**src/rtl/ariane_emc_prog.sv**
```systemverilog
// ariane_emc_prog: APB-programmable program/erase/unlock engine for a x16
// CFI (Intel/Micron command set) parallel NOR flash. Software loads ADDR and
// DATA, writes CMD, and the engine emits the bus-cycle sequence, polls the
// flash status register and returns the part to read-array mode.
module ariane_emc_prog #(
  parameter int WE_LOW_CYCLES   = 3,
  parameter int READ_WAIT_CYCLE = 6,
  parameter int POLL_LIMIT      = (2 ** 24) - 1
) (
  input  logic        clk,
  input  logic        rst,
  input  logic        psel,
  input  logic        penable,
  input  logic        pwrite,
  input  logic [31:0] paddr,
  input  logic [31:0] pwdata,
  output logic [31:0] prdata,
  output logic        pready,
  output logic        pslverr,
  input  logic [15:0] flash_dq_i,
  output logic [15:0] flash_dq_o,
  output logic [15:0] flash_dq_t,
  output logic [26:0] flash_a,
  output logic        flash_we_b,
  output logic        flash_oe_b,
  output logic        flash_ce_b,
  output logic        flash_adv_b,
  input  logic        flash_wait
);

  localparam int PW = $clog2(POLL_LIMIT + 1);

  localparam logic [1:0] CMD_PROG   = 2'd1;
  localparam logic [1:0] CMD_ERASE  = 2'd2;

  localparam logic [1:0] REG_ADDR   = 2'd0;
  localparam logic [1:0] REG_DATA   = 2'd1;
  localparam logic [1:0] REG_CMD    = 2'd2;
  localparam logic [1:0] REG_STATUS = 2'd3;

  // Sequence slots: 0 clear-SR, 1 setup opcode, 2 data/confirm, 3 poll,
  // 4 read-array. Unlock has no poll and jumps from slot 2 to slot 4.
  localparam logic [2:0] IDX_CONFIRM = 3'd2;
  localparam logic [2:0] IDX_ARRAY   = 3'd4;

  typedef enum logic [2:0] {
    ST_IDLE,
    ST_W_SETUP,
    ST_W_LOW,
    ST_W_HOLD,
    ST_W_REC,
    ST_R_ACT,
    ST_R_REC,
    ST_DONE
  } state_t;

  state_t          state;
  state_t          state_next;
  logic [26:0]     addr;
  logic [15:0]     data;
  logic [1:0]      cmd;
  logic [2:0]      seq_idx;
  logic [7:0]      cyc_cnt;
  logic [PW-1:0]   poll_cnt;
  logic [7:0]      sr;
  logic            done;
  logic            error;

  logic            busy;
  logic            wr_access;
  logic            rd_access;
  logic            cmd_write;
  logic            cmd_valid;
  logic            cmd_go;
  logic            we_last;
  logic            rd_last;
  logic            poll_timeout;
  logic            poll_exit;
  logic            drive;
  logic [15:0]     write_word;
  logic            unused_ok;

  assign pready      = 1'b1;
  assign pslverr     = 1'b0;
  assign flash_adv_b = 1'b0;
  assign unused_ok   = ^{flash_wait, flash_dq_i[15:8], paddr[31:4], paddr[1:0]};

  assign wr_access    = psel & penable & pwrite;
  assign rd_access    = psel & penable & ~pwrite;
  assign busy         = (state != ST_IDLE) && (state != ST_DONE);
  // Commands are taken from IDLE only; the DONE cycle also rejects them.
  assign cmd_write    = wr_access && (paddr[3:2] == REG_CMD) && (state == ST_IDLE);
  assign cmd_valid    = (pwdata == 32'd1) || (pwdata == 32'd2) || (pwdata == 32'd3);
  assign cmd_go       = cmd_write && cmd_valid;
  assign we_last      = cyc_cnt == 8'(WE_LOW_CYCLES - 1);
  assign rd_last      = cyc_cnt == 8'(READ_WAIT_CYCLE);
  assign poll_timeout = !sr[7] && (poll_cnt == PW'(POLL_LIMIT));
  assign poll_exit    = sr[7] || poll_timeout;

  // State register.
  // NOTE: reset is synchronous and active-high here because this block lives
  // on the board-level clock domain that already distributes a synchronous rst.
  always_ff @(posedge clk) begin
    // NOTE: sequential state uses non-blocking assignments so every flop
    // samples pre-edge values regardless of block evaluation order.
    if (rst) state <= ST_IDLE;
    else     state <= state_next;
  end

  // Next-state logic: bus-cycle phases chained by the sequence slot.
  always_comb begin
    // NOTE: default first, so no path through the case leaves state_next
    // unassigned and no latch is inferred.
    state_next = state;
    unique case (state)
      ST_IDLE:    if (cmd_go) state_next = ST_W_SETUP;
      ST_W_SETUP: state_next = ST_W_LOW;
      ST_W_LOW:   if (we_last) state_next = ST_W_HOLD;
      ST_W_HOLD:  state_next = ST_W_REC;
      ST_W_REC: begin
        if (seq_idx == IDX_ARRAY)
          state_next = ST_DONE;
        else if (seq_idx == IDX_CONFIRM && (cmd == CMD_PROG || cmd == CMD_ERASE))
          state_next = ST_R_ACT;
        else
          state_next = ST_W_SETUP;
      end
      ST_R_ACT:   if (rd_last) state_next = ST_R_REC;
      ST_R_REC:   state_next = poll_exit ? ST_W_SETUP : ST_R_ACT;
      ST_DONE:    state_next = ST_IDLE;
      default:    state_next = ST_IDLE;
    endcase
  end

  // Flash pin drive: strobes, address and data are decoded from the phase.
  always_comb begin
    flash_ce_b = 1'b1;
    flash_oe_b = 1'b1;
    flash_we_b = 1'b1;
    flash_dq_o = 16'h0000;
    flash_a    = 27'd0;
    drive      = 1'b0;
    unique case (state)
      ST_W_SETUP, ST_W_HOLD: begin
        flash_ce_b = 1'b0;
        drive      = 1'b1;
        flash_dq_o = write_word;
        flash_a    = {addr[26:1], 1'b0};
      end
      ST_W_LOW: begin
        flash_ce_b = 1'b0;
        flash_we_b = 1'b0;
        drive      = 1'b1;
        flash_dq_o = write_word;
        flash_a    = {addr[26:1], 1'b0};
      end
      ST_R_ACT: begin
        flash_ce_b = 1'b0;
        flash_oe_b = 1'b0;
        flash_a    = {addr[26:1], 1'b0};
      end
      ST_W_REC, ST_R_REC: flash_a = {addr[26:1], 1'b0};
      default: ;
    endcase
  end

  assign flash_dq_t = {16{~drive}};

  // Word written in the current slot, selected by slot and command.
  always_comb begin
    write_word = 16'h00FF;
    unique case (seq_idx)
      3'd0: write_word = 16'h0050;
      3'd1: begin
        if (cmd == CMD_PROG)       write_word = 16'h0040;
        else if (cmd == CMD_ERASE) write_word = 16'h0020;
        else                       write_word = 16'h0060;
      end
      3'd2:    write_word = (cmd == CMD_PROG) ? data : 16'h00D0;
      default: write_word = 16'h00FF;
    endcase
  end

  // Software-visible ADDR/DATA; frozen while an operation is in flight.
  always_ff @(posedge clk) begin
    if (rst) begin
      addr <= 27'd0;
      data <= 16'h0000;
    end else if (wr_access && !busy) begin
      if (paddr[3:2] == REG_ADDR) addr <= pwdata[26:0];
      if (paddr[3:2] == REG_DATA) data <= pwdata[15:0];
    end
  end

  // Accepted command code and position within its sequence.
  always_ff @(posedge clk) begin
    if (rst) begin
      cmd     <= 2'd0;
      seq_idx <= 3'd0;
    end else if (cmd_go) begin
      cmd     <= pwdata[1:0];
      seq_idx <= 3'd0;
    end else if (state == ST_W_REC) begin
      if (seq_idx == IDX_CONFIRM && !(cmd == CMD_PROG || cmd == CMD_ERASE))
        seq_idx <= IDX_ARRAY;
      else
        seq_idx <= seq_idx + 3'd1;
    end else if (state == ST_R_REC && poll_exit) begin
      seq_idx <= IDX_ARRAY;
    end
  end

  // Phase timer: restarts whenever the phase changes.
  always_ff @(posedge clk) begin
    if (rst)                      cyc_cnt <= 8'd0;
    else if (state_next != state) cyc_cnt <= 8'd0;
    else                          cyc_cnt <= cyc_cnt + 8'd1;
  end

  // STATUS flags, captured SR byte and poll counter. A new command wipes the
  // previous result, including the SR byte, so STATUS reflects only it.
  always_ff @(posedge clk) begin
    if (rst) begin
      sr       <= 8'h00;
      done     <= 1'b0;
      error    <= 1'b0;
      poll_cnt <= '0;
    end else begin
      if (cmd_write) begin
        done     <= !cmd_valid;
        error    <= !cmd_valid;
        sr       <= 8'h00;
        poll_cnt <= '0;
      end
      if (state == ST_R_ACT && rd_last) begin
        sr       <= flash_dq_i[7:0];
        poll_cnt <= poll_cnt + PW'(1);
        if (flash_dq_i[7] && (flash_dq_i[5:1] != 5'd0)) error <= 1'b1;
      end
      if (state == ST_R_REC && poll_timeout) error <= 1'b1;
      if (state == ST_W_REC && seq_idx == IDX_ARRAY) done <= 1'b1;
    end
  end

  // APB read mux, driven only during the access phase of a read.
  always_comb begin
    prdata = 32'd0;
    if (rd_access) begin
      unique case (paddr[3:2])
        REG_ADDR:   prdata = {5'd0, addr};
        REG_DATA:   prdata = {16'd0, data};
        REG_STATUS: prdata = {16'd0, sr, 5'd0, error, done, busy};
        default:    prdata = 32'd0;
      endcase
    end
  end

endmodule

```
**config.mk**
```make
export PLATFORM = sky130hd
export DESIGN_NAME = ariane_emc_prog
export DESIGN_NICKNAME = d
export VERILOG_FILES = /design/src/rtl/ariane_emc_prog.sv
export SDC_FILE = /design/constraint.sdc
export NUM_CORES = 1
export LEC_CHECK = 0
export BUFFER_PORTS_ARGS = -buffer_cell sky130_fd_sc_hd__clkbuf_2
export CORE_AREA = 2 2 132 95
export CTS_CLUSTER_DIAMETER = 120
export DETAILED_ROUTE_END_ITERATION = 12
export DIE_AREA = 0 0 134 97
export PLACE_DENSITY = 0.72
export SYNTH_ARGS = -nofsm -noshare
export SYNTH_HDL_FRONTEND = slang
export SYNTH_SLANG_ARGS = --single-unit
export TNS_END_PERCENT = 1
```
**constraint.sdc**
```tcl
create_clock -name clk -period 2.6 [get_ports clk]
set_input_delay 0.13 -clock clk [delete_from_list [all_inputs] [get_ports clk]]
set_output_delay 0.13 -clock clk [all_outputs]
set_load 0.1 [all_outputs]
```
* After elaboration in Yosys (flattened, before gate mapping)
Index checks and enable logic that the tools add are counted.
W data, S select, Z words.
** Operators by class
- Equal/unequal tests :: 23
- Bitwise operators :: 5
- Add/subtract/negate cells :: 3
- Reduce and logical (&&, ||, !) cells :: 36
- Mux-type cells :: 32
** Operators by type and width (number)
- $pmux W27 S3 :: 1
- $eq A32 B2 Y1 const B :: 2
- $mux W27 :: 2
- $mux W24 :: 2
- $pmux W16 S3 :: 1
- $eq A32 B1 Y1 const B :: 1
- $mux W16 :: 2
- $mux W3 :: 9
- $add A24 B1 Y24 const B :: 1
- $eq A24 B24 Y1 const B :: 1
- $pmux W3 S8 :: 1
- $mux W8 :: 2
- $eq A3 B3 Y1 const B :: 5
- $mux W7 :: 2
- $logic_and A1 B1 Y1 :: 13
- $mux W1 :: 10
- $eq A3 B2 Y1 const B :: 3
- $add A8 B1 Y8 const B :: 1
- $eq A8 B2 Y1 const B :: 1
- $eq A8 B3 Y1 const B :: 1
- $eq A2 B2 Y1 const B :: 3
- $eq A3 B1 Y1 const B :: 2
- $logic_not A3 Y1 :: 2
- $reduce_bool A2 Y1 :: 3
- other kinds (16) :: 28
** Word-level totals
- Output and inout bits :: 97
- Bits of input ports :: 86
- Register bits after elaboration :: 93
- Word-level logic and storage cells :: 109

* Depth between registers and ports, before layout
Gate-level depths: netlist of run 1.
- Depth in word-level cells :: 9
- Depth in mapped cells :: 9
- Mapped depth without buffers :: 7

* Worst setup path before layout of run 1
Ideal clock, no wire load.
- Kind :: register to output
- From :: register state[1]
- To :: output port flash_dq_o[6]
- Cell stages (with the launch flop) :: 5
- Setup slack :: -741 ps
- Data required time :: 2470 ps
- Buffers on the path :: 1
- Arrival :: 3211 ps
- Path through :: dfxtp_1 or2_1 nand2b_1 clkbuf_1 a31oi_1
** On the way
- Word-level cells in the longest chain between the ends :: 3
- Elaborated cells on any way between the ends :: 5
- Those cells by class :: eq/ne: 3; mux: 1; reduce/logical: 1
** Ends and longest elaborated chain
- from (decl) :: RTL line 57 : state_t state;
- from (signal assigned) :: RTL line 107 : else state <= state_next;
- $eq A3 B2 Y1 or $eq A3 B1 Y1 (tied branches) :: RTL line 143 : unique case (state)
- $reduce_or A3 Y1 (no line) *
- $mux W16 * :: RTL line 143
- to (decl) :: RTL line 21 : output logic [15:0] flash_dq_o,
Mark *: on every way between the ends. The rest lies on a longest branch, timed or not.

* Final worst setup path of run 1
- From :: register state[1]
- To :: output port prdata[0]
** On the way
- Word-level cells in the longest chain between the ends :: 4
- Elaborated cells on any way between the ends :: 5
- Those cells by class :: eq/ne: 1; mux: 2; reduce/logical: 2
** Ends and longest elaborated chain
- $ne A3 B3 Y1 or $reduce_bool A3 Y1 (tied branches) :: RTL line 90 : assign busy = (state != ST_IDLE) && (state != ST_DONE);
- $logic_and A1 B1 Y1 * :: RTL line 90
- $pmux W27 S3 * :: RTL line 249 : unique case (paddr[3:2])
- $mux W27 * :: RTL line 248 : if (rd_access) begin
- to (decl) :: RTL line 17 : output logic [31:0] prdata,
Marked as above.

==> metrics.txt, run 1 <==
syn avg cell area between 8 and 9 µm²; area share of the largest cell type after synthesis 0.360; Critical R2R Launch cyc_cnt[0]$_SDFF_PP0_; setup bufs post-CTS 0; pre-CTS setup slack 0.346 ns; synth unique cells between 50 and 60; vias in the first global route 4909; CTS tree done; Max-slew headroom 0.364; Overall Global Routing Usage 0.237; highest cell delay on the worst timing path 0.33 ns; Horiz. Die Dim roughly 130 µm; FF-to-FF path depth 7; Max clock buf depth 2; reg-to-reg endpoint poll_cnt[23]$_SDFFE_PP0P_; first-pass GRT wire length between 20000 and 25000 µm; clk_lat worst skew between 0.3 and 0.4 ns; Worst Hold Depth 3; Worst-path clk slew 0.06 ns; cell count after synthesis 617; Min-Delay Startpoint flash_dq_i[6]; Nets 819; Hold WC Path Type input port to register; Max Fclk 0.416 GHz; Worst R2R Setup Slack 0.34 ns; final clock skew 0.0109 ns; Bufs and invs on worst path 3; Pwr Total 3.00 mW; CTS buffer count 9; delay-heaviest family, CP buffers and inverters; sequential element share of the synthesized area 0.360; WP data arrival about 2.3 ns; RSZ-0062 raised after global routing no; status finished, final reports clean; Power Density between 400 and 500 nW/µm²; #FFs+latches synth 93; Port Buffers 134; Final Util 0.599; root buf cell clkbuf_16; ANT cells 0; final wirelength about 15000 µm; crit-path cells buf_4 > and3_1 > nor2_1 > buf_4 > mux2_2 > a22oi_1 > nor2_1 > buf_12; DRT Pass-1 Iters 5; GRT overflow 0; GP Congestion 0.909; crit end category output pin; DR DRC count 0; CTS sink cnt between 90 and 100; initial drt markers 472; endpoints failing setup 0; max-cap violation count 0; Syn Std Cell Area roughly 5200 µm²; Ys Warns 0; largest net degree at the start of global routing 33; initial antenna violation count 0; WS Path Type register to output pin; asr flop ratio synth 0; Area contributors post-synth dfxtp_1, mux2i_1, nor2_1; final worst path period need about 2.4 ns; Die Area around 13000 µm²; CP required 2.47 ns; initial core utilization 0.445; row cnt 33; floorplan core area about 12000 µm²; crit-path max FO 26; Post-synth EDFFs 0; Fin. Hold Viols 0; slew at the pin closest to its max-slew limit 0.950 ns; Avg WL per Cell 17.4 µm; CP startpoint kind register; antenna-violating nets left 0; fin worst setup slack 0.196 ns; fill cell count 971; Most used DFF post-synth dfxtp_1; Hold EP sr[6]$_SDFFE_PP0P_; Slew Viols, Final 0; Tcrit/Tclk final 0.925; cell taking the most area after synthesis dfxtp_1; share of layout cells above drive strength 1 0.261; H-tree levels 3; # IOs 183; Critical-path top delay cell buf_4; via/cell ratio around 5.6; Die Y 97 µm; Syn-to-layout area delta 34.4%; Worst VDD drop between 300 and 400 µV; via count 4999; post-DP HPWL around 11000 µm; Lkg Pwr 2.58 nW
==> cell usage after synthesis, drive strengths merged, types with 3 or more instances <==
library cell  number
a31oi              7
nor4              15
o211ai             3
or2                3
o21ai             12
nand2b             7
nor2              99
mux2              21
and3               9
nand3b             5
a21oi             22
nand2             28
and2              47
xor2               6
dfxtp             93
and4               4
nand3             16
ha                 9
xnor2              4
or3                3
mux2i             50
inv               14
a211oi             6
buf               36
nand4             10
nor3              23
clkbuf            25
a22oi             20
==> layer usage <==
layer | track usage | vias up | routed length (µm) | part of all wire
met2 | 0.376 | 233 | 7130 | 0.46
met4 | 0.0712 | 0 | 164 | 0.011
met5 | 0 | - | 0 | 0
met1 | 0.322 | 2411 | 6910 | 0.45
li1 | - | 2338 | - | -
met3 | 0.0524 | 17 | 1160 | 0.076
==> per-stage QoR <==
stage | instance area (µm²) | TNS (ns) | hold WS [ns] | instances
4_1_cts | 6940 | 0 | 0.0352 | 885
5_1_grt | 6950 | 0 | 0.0590 | 885
6_report | 6950 | 0 | 0.0432 | 885
3_5_place_dp | 6650 | 0 | 0.394 | 870
2_1_floorplan | 5200 | -3.45 | 0.259 | 624
3_3_place_gp | 6650 | 0 | 0.385 | 870
==> cell usage in the layout (no fill, tap or decap), drive strengths merged, types with 2 or more instances in the layout <==
master	instances
conb	9
inv	14
o21ai	12
nor4	15
nor3	23
and3	9
nand2	28
nor2	99
mux2	21
or2	3
o211ai	3
a31oi	7
clkinv	3
a41oi	2
nand2b	7
dfxtp	93
mux2i	50
ha	9
a21oi	22
xnor2	4
a22oi	20
or4	2
or4b	2
xor2	6
buf	70
a211oi	6
nor2b	2
clkbuf	91
and4	4
nand3b	5
nand3	16
and2	47
or3	3
nor4b	2
nand4	10
==> worst max path at each step <==
stage | startpoint | end | slack, ns | depth (start not counted)
floorplan | state[1]$_SDFF_PP0_ | flash_dq_o[0] | -0.35 | 4
global placement | cyc_cnt[0]$_SDFF_PP0_ | poll_cnt[17]$_SDFFE_PP0P_ | 0.40 | 7
detailed placement | cyc_cnt[0]$_SDFF_PP0_ | poll_cnt[15]$_SDFFE_PP0P_ | 0.35 | 7
CTS | seq_idx[0]$_SDFFE_PP0P_ | flash_dq_o[8] | 0.11 | 8
global route | state[1]$_SDFF_PP0_ | prdata[0] | 0.04 | 8
finish | state[1]$_SDFF_PP0_ | prdata[0] | 0.20 | 8
==> power breakdown <==
part | leakage (nW) | internal, mW | switching (mW)
Sequential | 0.751 | 1.44 | 0.0124
Combinational | 1.69 | 0.0663 | 0.171
Clock | 0.145 | 0.765 | 0.546
Total | 2.58 | 2.27 | 0.729
==> cell families after synthesis <==
family	share of synthesized area
AOI/OAI and AO/OA	0.0951
xor gates and xnor gates	0.0169
adders and majority gates	0.0218
buffers and inverters	0.0760
DFF	0.360
muxes	0.143
other	0.00145
and+or+nand+nor	0.286
==> what timing repair did <==
action	CTS	global route
setup endpoints to repair	0	9
gates resized for setup	0	3
hold buffers	0	0
==> tightest hold or removal path, cell delays in order <==
cell      delay (ns)
clkbuf_2        0.08
a22oi_1         0.07
nor2_1          0.08
==> flip-flops by register name, indices dropped and copies added, names as in the netlist <==
signal,cells
data,16
state,3
poll_cnt,24
seq_idx,3
cyc_cnt,8
error,1
addr,27
done,1
cmd,2
sr,8
==> area by class of cell <==
cell class	instances	area, µm²	share of cell area
multi-input cells	456	2970	0.427
well taps	157	196	0.0283
clock buffers	11	243	0.0349
inverters	14	52.6	0.00756
repair buffers	150	1580	0.227
clock inverters	4	48.8	0.00702
flip-flops and latches	93	1860	0.268
(Power assumes the default switching activity.)
==> run 2: changes to the inputs <==
--- a/config.mk
+++ b/config.mk
@@ -10,7 +10,7 @@
 export CTS_CLUSTER_DIAMETER = 120
 export DETAILED_ROUTE_END_ITERATION = 12
 export DIE_AREA = 0 0 134 97
-export PLACE_DENSITY = 0.72
+export PLACE_DENSITY = 0.75
 export SYNTH_ARGS = -nofsm -noshare
 export SYNTH_HDL_FRONTEND = slang
 export SYNTH_SLANG_ARGS = --single-unit
==> constraint.sdc (replaced) <==
create_clock -name clk -period 2.1 [get_ports clk]
set_input_delay 0.105 -clock clk [delete_from_list [all_inputs] [get_ports clk]]
set_output_delay 0.105 -clock clk [all_outputs]
set_load 0.1 [all_outputs]
==> metrics.txt, run 2 (synthesis gave the netlist of run 1 again) <==
CP startpoint kind register; vias in the first global route 4958 (+1.0%); post-DP HPWL 12000 µm (+6.2%); final wirelength 16500 µm (+7.2%); Most flops, register addr; GP Congestion 0.885 (-2.6%); hold slack 0.00615 ns (-0.0371 ns); Horiz. Die Dim 134 µm (unchanged); initial antenna violation count 0 (unchanged); Min-Delay Startpoint pwdata[26]; fin worst setup slack -0.0543 ns (-0.250 ns); DR DRC count 0 (unchanged); Fin. Hold Viols 0 (unchanged); Hold WC Path Type input port to register; Max-slew headroom 0.584 (+0.220); Comb pwr share 0.083 (+0.004); status finished, violations left; Die Y 97 µm (unchanged); commonest non-fill, non-tap cells in the layout nor2_1, dfxtp_1, buf_12; final clock skew 0.00953 ns (-0.00133 ns); sw frac 0.244 (+0.00109); WS Path Type register to register; Overall Global Routing Usage 0.253 (+0.0164); max reg flops 27 (unchanged); final worst path period need 2.15 ns; # IOs 183 (unchanged); commonest non-fill, non-tap cell in the layout nor2_1; Syn-to-layout area delta 49.7%; slew at the pin closest to its max-slew limit 0.623 ns (-0.327 ns); number of cells after detailed placement 886 (+1.8%); Pint 2.85 mW (+26%); Final Util 0.667 (+0.0679); clk_lat worst skew 0.35 ns (about the same); Power Density 488 nW/µm² (+13%); CP required 2.39 ns (-0.08 ns); GRT overflow 0 (unchanged); sequential power share 0.475 (-0.009); setup TNS -0.158 ns (-0.158 ns); largest net degree at the start of global routing 62 (+88%); Nets 835 (+2.0%); final std cells w/o fill 901 (+1.8%); Die Area 13000 µm² (unchanged); via/cell ratio 5.69 (+0.66%); Worst Hold Depth 3 (unchanged); Avg WL per Cell 18.3 µm (+5.3%); top flop regs addr (27), poll_cnt (24), data (16); Lkg Pwr 2.91 nW (+13%); floorplan core area 11600 µm² (unchanged); Critical R2R Launch cyc_cnt[0]$_SDFF_PP0_; Worst VDD drop 623 µV (+96%); RSZ-0062 raised after global routing yes; initial drt markers 483 (+2.3%); CTS buffer count 9 (unchanged); Port Buffers 134 (unchanged); share of layout cells above drive strength 1 0.327 (+0.0656); Max Fclk 0.464 GHz; initial core utilization 0.445 (unchanged); DRT Pass-1 Iters 5 (unchanged); Tcrit/Tclk final 1.03; Worst R2R Setup Slack -0.05 ns (-0.39 ns); via count 5123 (+2.5%); max-cap violation count 0 (unchanged); CTS sink cnt 93 (unchanged); Hold EP addr[26]$_SDFFE_PP0P_; row cnt 33 (unchanged); first-pass GRT wire length 26400 µm (+6.5%); ANT cells 0 (unchanged); failing checks setup timing; Max clock buf depth 2 (unchanged); setup bufs post-CTS 0 (unchanged); antenna-violating nets left 0 (unchanged); crit-path max FO 8 (-69%); CTS tree done; reg-to-reg endpoint poll_cnt[17]$_SDFFE_PP0P_; Slew Viols, Final 0 (unchanged); endpoints failing setup 6 (+6); H-tree levels 3 (unchanged); FF-to-FF path depth 8 (+1); part of the power in the clock network 0.442 (+0.005); Psw 0.922 mW (+26%); Worst-path clk slew 0.07 ns (about the same); WP data arrival 2.45 ns (+0.18 ns); Pwr Total 3.77 mW (+26%); root buf cell clkbuf_16; crit end category register
run 2: changes by cell type in the layout (fill, tap and decap cells not counted), moves of 6 or more:
cell / delta
and2_4: +9
a21oi_1: -7
clkbuf_2: -31
and2_1: -9
a21oi_2: +7
buf_12: +33
nor2_1: -6
buf_4: +9
run 2: how the worst max path moves through the flow:
stage | start | endpoint | slack (ns) | cells after the start
finish | cyc_cnt[0]$_SDFF_PP0_ | poll_cnt[17]$_SDFFE_PP0P_ | -0.05 | 8
global route | cyc_cnt[0]$_SDFF_PP0_ | poll_cnt[23]$_SDFFE_PP0P_ | -0.13 | 8
CTS | cyc_cnt[0]$_SDFF_PP0_ | poll_cnt[17]$_SDFFE_PP0P_ | -0.03 | 8
detailed placement | cyc_cnt[0]$_SDFF_PP0_ | poll_cnt[2]$_SDFFE_PP0P_ | -0.05 | 7
global placement | cyc_cnt[0]$_SDFF_PP0_ | poll_cnt[5]$_SDFFE_PP0P_ | 0.06 | 7
floorplan | paddr[3] | prdata[3] | -0.65 | 3
run 2: layer usage:
layer,share of wire,vias up,track usage
li1,-,2373,-
met1,0.42,2473,0.326
met2,0.49,248,0.418
met3,0.077,29,0.0697
met4,0.018,0,0.0679
met5,0,-,0
run 2: area by class of cell:
type	instances	area [µm²]
clock inverters	4	47.5
flip-flops and latches	93	1870
clock buffers	11	253
fillers	842	3860
multi-input cells	456	3110
well taps	157	196
inverters	14	55.1
repair buffers	166	2210
run 2: critical path, stage by stage, from the launching register on:
cell     delay (ns)
dfxtp_1        0.31
inv_1          0.05
ha_1           0.14
or4b_4         0.54
nor4b_4        0.33
buf_6          0.17
nand4_1        0.14
mux2_4         0.34
nor2_2         0.07
run 2: through the flow:
step	worst slack [ns]	cell area, µm²
after floorplan	-0.652	5230
after global placement	0.0617	7290
after detailed placement	-0.0474	7290
after CTS	-0.0339	7660
after global routing	-0.132	7740
final	-0.0543	7740
run 2: power groups by stage:
stage                     clock [mW]  sequential, mW  combinational (mW)
after global placement             0            1.83               0.293
after global routing            1.75            1.79               0.328
after floorplan                    0            1.83               0.204
final                           1.67            1.79               0.311
after CTS                       1.67            1.79               0.306
after detailed placement           0            1.83               0.303
run 2: repair_timing:
| action | in CTS | in global routing |
|---|---|---|
| cloned | 0 | 0 |
| gates resized for setup | 21 | 24 |
| setup endpoints to repair | 45 | 40 |
| pin swaps | 0 | 3 |
| hold buffers | 0 | 0 |
==> run 3: changes to the inputs <==
--- a/config.mk
+++ b/config.mk
@@ -10,7 +10,7 @@
 export CTS_CLUSTER_DIAMETER = 120
 export DETAILED_ROUTE_END_ITERATION = 12
 export DIE_AREA = 0 0 134 97
-export PLACE_DENSITY = 0.75
+export PLACE_DENSITY = 0.78
 export SYNTH_ARGS = -nofsm -noshare
 export SYNTH_HDL_FRONTEND = slang
 export SYNTH_SLANG_ARGS = --single-unit
==> constraint.sdc (replaced) <==
create_clock -name clk -period 2.55 [get_ports clk]
set_input_delay 0.1275 -clock clk [delete_from_list [all_inputs] [get_ports clk]]
set_output_delay 0.1275 -clock clk [all_outputs]
set_load 0.1 [all_outputs]
==> metrics.txt, run 3 (synthesis gave the netlist of run 1 again) <==
status finished, final reports clean; CP required 2.42 ns (+0.03 ns); share of layout cells above drive strength 1 0.263 (-0.0636); WS Path Type register to output pin; Hold WC Path Type input port to register; Crit path top cell by count and2_1; Power Density 452 nW/µm² (-7.2%); Lkg Pwr 2.62 nW (-10%); top flop regs addr (27), poll_cnt (24), data (16); Max-slew headroom 0.343 (-0.242); DRT Pass-1 Iters 7 (+2); metal3 WL 1050 µm (-17%); GP Congestion 0.860 (-2.9%); Max clock buf depth 2 (unchanged); CTS sink cnt 93 (unchanged); largest net degree at the start of global routing 44 (-29%); clk_lat worst skew 0.35 ns (about the same); setup bufs post-CTS 0 (unchanged); initial antenna violation count 0 (unchanged); Final Util 0.606 (-0.0604); Worst-path clk slew 0.07 ns (about the same); commonest non-fill, non-tap cells in the layout nor2_1, dfxtp_1, clkbuf_2; Post-CTS Hold Buffers 0 (unchanged); DR DRC count 0 (unchanged); Critical-path top delay cell dfxtp_1; Slew Viols, Final 0 (unchanged); highest cell delay on the worst timing path 0.34 ns (-0.20 ns); Avg WL per Cell 16.7 µm (-8.6%); Tcrit/Tclk final 0.924; post-DP HPWL 10800 µm (-10%); H-tree levels 3 (unchanged); commonest non-fill, non-tap cell in the layout nor2_1; via count 4862 (-5.1%); Port Buffers 134 (unchanged); Die Area 13000 µm² (unchanged); pre-CTS setup slack 0.343 ns (+0.390 ns); initial core utilization 0.445 (unchanged); final worst path period need 2.36 ns; Max Fclk 0.425 GHz; endpoints failing setup 0 (-6); final clock skew 0.00761 ns (-0.00192 ns); WL met2 6640 µm (-17%); Most flops, register addr; vias in the first global route 4476 (-9.7%); number of cells after detailed placement 871 (-1.7%); crit end category output pin; WP data arrival 2.23 ns (-0.22 ns); Nets 820 (-1.8%); ANT cells 0 (unchanged); setup TNS 0 ns (+0.158 ns); Fin. Hold Viols 0 (unchanged); crit-path cells inv_1 > ha_2 > nor2b_2 > and2_1 > nor2b_1 > buf_4 > and2_1 > buf_12; Worst VDD drop 338 µV (-46%); floorplan core area 11600 µm² (unchanged); GRT overflow 0 (unchanged); fin worst setup slack 0.195 ns (+0.249 ns); final wirelength 14800 µm (-10%); Design Area, Final 7040 µm² (-9.1%); Bufs and invs on worst path 3 (+1); # IOs 183 (unchanged); max reg flops 27 (unchanged); RSZ-0062 raised after global routing no; initial drt markers 376 (-22%); first-pass GRT wire length 23500 µm (-11%); crit-path max FO 8 (unchanged); max layer used met4; post-CTS sizing 0 (-100%); Syn-to-layout area delta 36.1%; final std cells w/o fill 887 (-1.6%); CTS tree done; delay-heaviest family, CP simple AND/OR/NAND/NOR gates; via/cell ratio 5.48 (-3.6%); Overall Global Routing Usage 0.227 (-0.0265); row cnt 33 (unchanged); root buf cell clkbuf_16; Horiz. Die Dim 134 µm (unchanged); antenna-violating nets left 0 (unchanged); slew at the pin closest to its max-slew limit 0.982 ns (+0.359 ns); hold slack 0.0404 ns (+0.0343 ns); CTS buffer count 9 (unchanged); Pwr Total 3.18 mW (-16%); max-cap violation count 0 (unchanged); M1 WL 6960 µm (+0.65%); Die Y 97 µm (unchanged); Area after DPL 6700 µm² (-8.0%); CP startpoint kind register
==> run 3: final cells by class <==
type                    count  area [µm²]
repair buffers            151        1630
fillers                   937        4570
well taps                 157         196
clock buffers              12         256
multi-input cells         456        2970
clock inverters             4        70.1
inverters                  14        52.6
flip-flops and latches     93        1860
==> run 3: layer usage <==
layer  vias up  global-route usage
met2       201               0.346
met4         0              0.0622
met1      2308               0.321
met3        14              0.0503
met5         -                   0
li1       2339                   -
==> run 3: worst paths after layout <==
path / from / to / slack [ns] / depth (start not counted)
worst max-delay path: seq_idx[0]$_SDFFE_PP0P_ / flash_dq_o[9] / 0.19 / 8
worst min-delay path: pwdata[21] / addr[21]$_SDFFE_PP0P_ / 0.04 / 3
worst max register to register: cyc_cnt[0]$_SDFF_PP0_ / poll_cnt[23]$_SDFFE_PP0P_ / 0.32 / 7
worst min register to register: cyc_cnt[0]$_SDFF_PP0_ / cyc_cnt[0]$_SDFF_PP0_ / 0.47 / 1
==> run 3: where the power goes <==
part           internal (mW)  switching [mW]  leakage (nW)
Clock                  0.909           0.554         0.163
Sequential              1.47          0.0126         0.751
Combinational         0.0676           0.174          1.70
==> run 3: worst reg2reg max path, delay by kind of cell (launching register included) <==
family | cells | cell delay, ns
simple gates | 4 | 1.30
fa+ha+maj | 1 | 0.13
mux | 1 | 0.34
buf+inv | 1 | 0.06
flops | 1 | 0.34
